**src/rtl/network_acc_requant_28s_16s_pkg.sv**
```systemverilog
// ----------------------------------------------------------------------------
// network_acc_requant_28s_16s_pkg
// Shared constants and types for the accumulate/requantise block:
//   DIN_W / DOUT_W / BIAS_W : data path widths (product, result, bias)
//   SAT_MAX / SAT_MIN       : signed 16-bit clamp limits for the result
//   state_t                 : two-state handshake FSM (ACCUM, EMIT)
// ----------------------------------------------------------------------------
package network_acc_requant_28s_16s_pkg;

    localparam int DIN_W   = 28;
    localparam int DOUT_W  = 16;
    localparam int BIAS_W  = 16;

    localparam int SAT_MAX = 32767;
    localparam int SAT_MIN = -32768;

    typedef enum logic {
        ACCUM = 1'b0,
        EMIT  = 1'b1
    } state_t;

endpackage

```
**src/rtl/network_requant_sat.sv**
```systemverilog
// ----------------------------------------------------------------------------
// network_requant_sat
// Combinational requantiser: adds the round-half-up constant 2^(SHIFT-1),
// arithmetic-shifts right by SHIFT, optionally applies ReLU, then clamps
// to the signed 16-bit range.
//
// Optional feature macro: NETWORK_ACC_RELU_EN
//   defined   -> negative results become 0 (this clamp does not raise clamp)
//   undefined -> signed results go straight to saturation
//
// Ports:
//   sum    in  [ACC_WIDTH-1:0] signed  acc + last term + (bias <<< SHIFT)
//   result out [DOUT_W-1:0]            requantised, saturated value
//   clamp  out                         1 when the saturation stage clipped
// ----------------------------------------------------------------------------
module network_requant_sat
    import network_acc_requant_28s_16s_pkg::*;
#(
    parameter int SHIFT     = 10,
    parameter int ACC_WIDTH = 36
) (
    input  logic signed [ACC_WIDTH-1:0] sum,
    output logic        [DOUT_W-1:0]    result,
    output logic                        clamp
);

    localparam logic signed [ACC_WIDTH-1:0] ROUND =
        {{(ACC_WIDTH-1){1'b0}}, 1'b1} << (SHIFT - 1);
    localparam logic signed [ACC_WIDTH-1:0] MAX_W = ACC_WIDTH'(SAT_MAX);
    localparam logic signed [ACC_WIDTH-1:0] MIN_W = ACC_WIDTH'(SAT_MIN);

    logic signed [ACC_WIDTH-1:0] rounded;
    logic signed [ACC_WIDTH-1:0] shifted;
    logic signed [ACC_WIDTH-1:0] relu;

    assign rounded = sum + ROUND;
    assign shifted = rounded >>> SHIFT;

    always_comb begin
        relu = shifted;
`ifdef NETWORK_ACC_RELU_EN
        // ReLU clipping happens before saturation so it never counts as a clamp
        if (shifted[ACC_WIDTH-1]) begin
            relu = '0;
        end
`endif
    end

    always_comb begin
        result = relu[DOUT_W-1:0];
        clamp  = 1'b0;
        if (relu > MAX_W) begin
            result = DOUT_W'(SAT_MAX);
            clamp  = 1'b1;
        end else if (relu < MIN_W) begin
            result = DOUT_W'(SAT_MIN);
            clamp  = 1'b1;
        end
    end

endmodule

```
**src/rtl/network_acc_requant_28s_16s.sv**
```systemverilog
// ----------------------------------------------------------------------------
// network_acc_requant_28s_16s
// Accumulates NUM_TERMS signed 28-bit products per group, adds a per-group
// bias scaled by 2^SHIFT, rounds/shifts/saturates the result to 16 bits and
// hands it out through a valid/ready handshake. One result per group; groups
// never overlap (no term is accepted while a result is waiting).
//
// Optional feature macro: NETWORK_ACC_RELU_EN (ReLU before saturation,
// implemented in network_requant_sat).
//
// Ports:
//   clk        in   single clock, rising edge
//   reset      in   synchronous active-high reset
//   ce         in   clock enable; 0 freezes all state and ignores handshakes
//   din        in   [27:0] signed product
//   din_valid  in   din holds a valid product
//   din_ready  out  block accepts din this cycle (state ACCUM)
//   bias       in   [15:0] signed bias, sampled with the first term of a group
//   dout       out  [15:0] signed requantised result
//   dout_valid out  dout holds a valid result (state EMIT)
//   dout_ready in   consumer takes dout this cycle
//   sat        out  sticky flag, set whenever a result was clamped
// ----------------------------------------------------------------------------
module network_acc_requant_28s_16s
    import network_acc_requant_28s_16s_pkg::*;
#(
    parameter int NUM_TERMS = 9,
    parameter int SHIFT     = 10,
    parameter int ACC_WIDTH = 36
) (
    input  logic                clk,
    input  logic                reset,
    input  logic                ce,
    input  logic [DIN_W-1:0]    din,
    input  logic                din_valid,
    output logic                din_ready,
    input  logic [BIAS_W-1:0]   bias,
    output logic [DOUT_W-1:0]   dout,
    output logic                dout_valid,
    input  logic                dout_ready,
    output logic                sat
);

    localparam int CNT_W = (NUM_TERMS > 1) ? $clog2(NUM_TERMS) : 1;
    localparam logic [CNT_W-1:0] LAST = CNT_W'(NUM_TERMS - 1);

    state_t                      state_reg;
    logic        [CNT_W-1:0]     cnt_reg;
    logic signed [ACC_WIDTH-1:0] acc_reg;
    logic        [BIAS_W-1:0]    bias_reg;
    logic        [DOUT_W-1:0]    dout_reg;
    logic                        sat_reg;

    logic signed [ACC_WIDTH-1:0] din_ext;
    logic signed [ACC_WIDTH-1:0] acc_base;
    logic        [BIAS_W-1:0]    bias_sel;
    logic signed [ACC_WIDTH-1:0] bias_ext;
    logic signed [ACC_WIDTH-1:0] sum_next;
    logic        [DOUT_W-1:0]    rq_result;
    logic                        rq_clamp;
    logic                        first_term;
    logic                        last_term;

    assign first_term = (cnt_reg == '0);
    assign last_term  = (cnt_reg == LAST);

    assign din_ext  = {{(ACC_WIDTH-DIN_W){din[DIN_W-1]}}, din};

    // On the first term the accumulator and bias registers still hold the
    // previous group, so the closing sum must use the live inputs instead.
    // This is what makes NUM_TERMS=1 work (first and last term coincide).
    assign acc_base = first_term ? '0 : acc_reg;
    assign bias_sel = first_term ? bias : bias_reg;
    assign bias_ext = {{(ACC_WIDTH-BIAS_W){bias_sel[BIAS_W-1]}}, bias_sel};
    assign sum_next = acc_base + din_ext + (bias_ext <<< SHIFT);

    network_requant_sat #(
        .SHIFT     (SHIFT),
        .ACC_WIDTH (ACC_WIDTH)
    ) u_requant_sat (
        .sum    (sum_next),
        .result (rq_result),
        .clamp  (rq_clamp)
    );

    always_ff @(posedge clk) begin
        if (reset) begin
            state_reg <= ACCUM;
            cnt_reg   <= '0;
            acc_reg   <= '0;
            bias_reg  <= '0;
            dout_reg  <= '0;
            sat_reg   <= 1'b0;
        end else if (ce) begin
            case (state_reg)
                ACCUM: begin
                    if (din_valid) begin
                        if (first_term) begin
                            acc_reg  <= din_ext;
                            bias_reg <= bias;
                        end else begin
                            acc_reg  <= acc_reg + din_ext;
                        end
                        if (last_term) begin
                            cnt_reg   <= '0;
                            dout_reg  <= rq_result;
                            sat_reg   <= sat_reg | rq_clamp;
                            state_reg <= EMIT;
                        end else begin
                            cnt_reg   <= cnt_reg + CNT_W'(1);
                        end
                    end
                end
                EMIT: begin
                    // handoff edge: no term is taken here, din_ready is low
                    if (dout_ready) begin
                        state_reg <= ACCUM;
                    end
                end
                default: state_reg <= ACCUM;
            endcase
        end
    end

    assign din_ready  = (state_reg == ACCUM);
    assign dout_valid = (state_reg == EMIT);
    assign dout       = dout_reg;
    assign sat        = sat_reg;

endmodule

```
**config.mk**
```make
export PLATFORM = sky130hd
export DESIGN_NAME = network_acc_requant_28s_16s
export DESIGN_NICKNAME = d
export VERILOG_FILES = /design/src/rtl/network_acc_requant_28s_16s_pkg.sv /design/src/rtl/network_requant_sat.sv /design/src/rtl/network_acc_requant_28s_16s.sv
export SDC_FILE = /design/constraint.sdc
export NUM_CORES = 1
export LEC_CHECK = 0
export CAP_MARGIN = 20
export CORE_ASPECT_RATIO = 0.6
export CORE_MARGIN = 3
export CORE_UTILIZATION = 56
export DETAILED_ROUTE_END_ITERATION = 8
export PLACE_DENSITY_LB_ADDON = 0.05
export RECOVER_POWER = 50
export SKIP_LAST_GASP = 1
export SLEW_MARGIN = 20
export SYNTH_ARGS = -nofsm -noshare
export SYNTH_HDL_FRONTEND = slang
export SYNTH_SLANG_ARGS = --single-unit
```
**constraint.sdc**
```tcl
create_clock -name clk -period 6.5 [get_ports clk]
set_clock_uncertainty 0.05 [all_clocks]
set_input_delay 0.975 -clock clk [delete_from_list [all_inputs] [get_ports clk]]
set_output_delay 0.975 -clock clk [all_outputs]
set_load 0.03 [all_outputs]
```
Word level (Yosys, flattened, before mapping). Index checks and enable logic that the tools add are counted.

Register bits: 74. Bits in latches: 0. RAM bits: 0. Memory bits (read-only): 0. Input port bits: 49. Output and inout bits: 19. Word-level logic and storage cells: 31. Memories: 0.

$add $sub $neg: 5. $mul: 0. Divide/modulo/power cells: 0. Magnitude comparators: 2. Equal/unequal tests: 1. Shifts and indexed selects: 0. Mux-type cells: 12. Bitwise operators: 2. Reductions and logical operators: 3.

Operators by type and width (number): adder 36 x 28 -> 36 bit (2); two-way mux 36 bit (2); two-way mux 16 bit (3); adder 36 x 11 -> 36 bit (second input constant) (1); adder 36 x 26 -> 36 bit (1); greater-than comparator 26 x 16 -> 1 bit (second input constant) (1); less-than comparator 26 x 16 -> 1 bit (second input constant) (1); two-way mux 1 bit (5); adder 4 x 1 -> 4 bit (second input constant) (1); equality test 4 bit (second input constant) (1); logical NOT 4 bit (1); two-way mux 4 bit (1); AND reduction 4 bit (1); AND reduction 3 bit (1); one-hot mux 1 bit (2 select lines) (1); inverter 1 bit (1); OR 1 bit (1).

Depth between registers and ports, before layout.
Depth in word-level cells: 9. Mapped depth: 22. Depth with buffers taken out: 18.

Modules after synthesis. Synthesis repeated with hierarchy kept, for this count alone.

Cell total of the unflattened synthesis: 1146. Area, all modules: 8441.8 um2.

Modules (own cells, without submodules): network_acc_requant_28s_16s (instances 1, cells each 996, area an instance 7472.2 um2, seq. area each 1481.4 um2); network_requant_sat (instances 1, cells each 150, area an instance 969.7 um2, seq. area each 0.0 um2).

Worst setup path after synthesis. OpenSTA, ideal clock, no wires.

Kind: register to register. Start point: register cnt_reg[0]. End point: register dout_reg[10], in the netlist dout[10]. Setup time: 0.085 ns. Arrival: 4.814 ns. Data required time: 6.365 ns. Setup slack: 1.551 ns. Cell stages (with the launch flop): 22. Buffers on the path: 3. Period minus slack after synthesis: 4.949 ns. Path through: dfxtp_1 > inv_1 > ha_1 > nor2b_1 > nor2b_1 > clkbuf_1 > clkbuf_1 > nand2_1 > nand2_1 > fa_1 > ha_1 > nand2_1 > o21ai_1 > a21oi_1 > o31a_1 > o31a_2 > nor4_1 > nor3_2 > or2_1 > o31a_4 > buf_6 > o31ai_2.

Elaborated cells between the ends (all ways): 12. Classes of those cells: 3 x add/sub; 2 x order compare; 1 x eq/ne; 4 x mux; 2 x reduce/logical.

RTL lines: start: declaration (line network_acc_requant_28s_16s.sv:48) `logic [CNT_W-1:0] cnt_reg;`; start signal: assignment (line network_acc_requant_28s_16s.sv:110) `cnt_reg <= cnt_reg + CNT_W'(1);`; logical NOT 4 bit * (line network_acc_requant_28s_16s.sv:64) `assign first_term = (cnt_reg == '0);`; two-way mux 16 bit *; via bias_sel[3] (line network_acc_requant_28s_16s.sv:56) `logic [BIAS_W-1:0] bias_sel;`; adder 36 x 26 -> 36 bit * (line network_acc_requant_28s_16s.sv:75) `assign sum_next = acc_base + din_ext + (bias_ext <<< SHIFT);`; adder 36 x 11 -> 36 bit * (line network_requant_sat.sv:36) `assign rounded = sum + ROUND;`; less-than comparator 26 x 16 -> 1 bit (line network_requant_sat.sv:55) `end else if (relu < MIN_W) begin`; two-way mux 16 bit (line network_requant_sat.sv:55); two-way mux 16 bit * (line network_requant_sat.sv:52) `if (relu > MAX_W) begin`; end signal: assignment (line network_acc_requant_28s_16s.sv:106) `dout_reg <= rq_result;`; end: declaration (line network_acc_requant_28s_16s.sv:51) `logic [DOUT_W-1:0] dout_reg;`.

The timed path passes the listed nets; every way through them passes the cells marked *. A chain may end at the register's enable or synchronous reset.

Final worst setup path.
Start point: register cnt_reg[0]. End point: register dout_reg[4], in the netlist dout[4].

The elaborated chain is that of the path after synthesis.

==> metrics.cfg <==
[status]
failed_checks=capacitance limit, slew limit
status=finished, violations left

[grt]
grt-ovfl-total=0
grt_util_all_layers_pct=28.9
grt_start_max_net_pins=72
grt_antenna_before_repair=0
grt_pass1_wl_mm=36.8
first_global_vias=6902

[sta]
period_minus_slack_ps=5690
fin_ws_ps=812
slew_headroom_pct=-121
tns_ps=0
slew_viol_final=72
rsz0062_at_grt=false
final_hold_viol_count=0
post-route-period-util_pct=87.5
worstMarginPinSlew_ps=3320
fmax_mhz=176
hold_ws_ps=432
setup_viol=0

[min_path]
hp-class=reg2reg
hp-start=acc_reg[1]
hold_path_depth=2
hold_end=acc_reg[1]

[placed_design]
place_ws_ps=871
port_buffers=67
dp_hpwl_mm=16.9
place.gp.congestion=1.00
dpl.cell_count=1211

[setup_path]
rr_startpoint=cnt_reg[0]
critPathSlowestCell=or3b_2
crit_fanout=42
cpMostUsedCell=nand2_1
cp.required_ps=6710
end_kind=flip-flop
reg2reg_to=dout[4]
cp_data_arrival_time_ps=5900
critPathMaxStageDelay_ps=720
start_kind=flip-flop
path_class=reg2reg
reg2reg_depth=18
r2r_slack_ps=810
crit_chain=inv_1, ha_1, or3b_2, buf_12, nand2_1, nand2_1, fa_1, ha_1, nand2_1, o21ai_1, a21oi_1, o31a_1, o31a_2, nor4_1, nor3_2, nor3_4, a22oi_1, o31ai_1

[floorplanning]
top_level_ports=68
start_util_pct=59.3
dieArea_mm2=0.0155
fp-row-count=32
die_height_um=97.7
core-area_mm2=0.0133
die_x_um=159

[routing]
drt-pass1-iter-count=5
drc=0
postRouteAntennaNets=0
drt-initial-drc-count=763
vias=7510
drt-total-wl_mm=22.6
wire_per_inst_um=18.4
viasPerCell=6.12

[clock_tree]
cts_resized=0
cts.sinks=74
clk_latency_ps=350
clock_path_buffers=2
cts_tree=yes
cts_setup_buffers=0
cts_hold_buf=0
clk_pin_slew_ps=70
cts_buffers=9
htree_levels=3
cts_root_buf=clkbuf_16

[yosys]
synth_cell_types=77
ys_seq_area_share_pct=18.9
synth_nets=1154
post-synth-top-count-cell=nand2_1
synth-seq-cells=74
yosys_warnings=0
synth_edf_count=0
async_reset_ff_share_pct=0
synth_area_leaders=dfxtp_1 19%, ha_1 13%, fa_1 6.6%
synthTopCellsByCount=120 x nand2_1, 98 x nor2_1, 79 x ha_1, 74 x dfxtp_1, 66 x a21oi_1
synth_top_area_share_pct=18.9
netlist_instances=1000
syn_area_per_cell_um2=7.86
syn_area_mm2=0.00786
synth_area_leader_cell=dfxtp_1
synth_top_flop_cell=dfxtp_1

[finish]
fin_nets=1189
fillers=1128
area_growth_pct=14.3
drive_gt1_share_pct=6.83
largest_register_ffs=36
layout.cells.non_filler=1227
diodes=0

[power_and_ir_drop]
total_power_mw=2.00
p_leak_nw=4.04
p_per_area_mw_per_mm2=223
peakVddDrop_mv=0.122

[run]
maxCapViolations=1

-- per-stage QoR --
stage / util [%] / area [µm²]
final: 67.7 / 8980
after detailed placement: 65.3 / 8660
after CTS: 67.8 / 8980
after floorplan: - / 7860
after global routing: 67.7 / 8980
after global placement: 65.2 / 8650
-- cell type report --
type / count / area, µm² / share of cell area, %
Tap cell: 187 / 234 / 2.61
Timing Repair Buffer: 77 / 766 / 8.53
Clock inverter: 7 / 100 / 1.11
Multi-Input combinational cell: 839 / 6040 / 67.3
Clock buffer: 9 / 225 / 2.51
Sequential cell: 74 / 1480 / 16.5
Inverter: 34 / 128 / 1.42
-- cells in the final DEF, fill, tap and decap left out, drive strengths merged, types with 16 or more instances in the layout --
master	count
o31ai	19
a21oi	67
o21ai	49
nor2	99
dlygate4sd3	21
nand3	18
and2	35
clkdlybuf4s50	45
nor3	41
xnor2	32
inv	35
dfxtp	74
a21o	48
nand2	120
fa	26
a22oi	16
ha	79
-- where the power goes --
| part | internal (mW) | total (mW) | leakage (nW) | switching (mW) |
|---|---|---|---|---|
| sequential | 0.477 | 0.495 | 0.606 | 0.0175 |
| combinational | 0.358 | 0.934 | 3.28 | 0.576 |
| clock | 0.340 | 0.569 | 0.160 | 0.229 |
-- worst max-delay path by stage --
stage,start,end,slack (ps),cells past startpoint
finish,cnt_reg[0],dout[4],810,18
CTS,cnt_reg[0],dout[2],870,18
global route,cnt_reg[1],dout[3],440,18
global placement,bias[15],sat,850,14
floorplan,cnt_reg[0],dout[10],1550,21
detailed placement,cnt_reg[0],dout[2],870,18
-- layer usage --
metal	up-vias	track usage, %	routed length [µm]
li1	3699	-	-
met1	3512	45.8	11400
met2	281	39.8	8980
met3	18	6.10	1860
met4	0	5.65	294
met5	-	0	0
-- kinds of logic (layout without fill, tap and decap cells) --
logic type | count (synthesis) | in the layout | share of synthesized area (%)
buf+inv | 87 | 127 | 4.44
flops | 74 | 74 | 18.9
fa+ha+maj | 105 | 105 | 19.2
mux | 7 | 7 | 0.892
compound gates | 302 | 302 | 28.1
xor+xnor | 45 | 45 | 5.02
simple gates | 380 | 380 | 23.4
-- critical path: cells and delay by family, from the launching register on --
| family | cells | cell delay (ps) |
|---|---|---|
| AND/OR/NAND/NOR | 7 | 2360 |
| AO/OA/AOI/OAI | 6 | 1400 |
| adder cells (fa/ha/maj) | 3 | 1070 |
| buffers and inverters | 2 | 350 |
| flip-flops | 1 | 340 |
No activity file was read; power rests on OpenSTA's default activity.
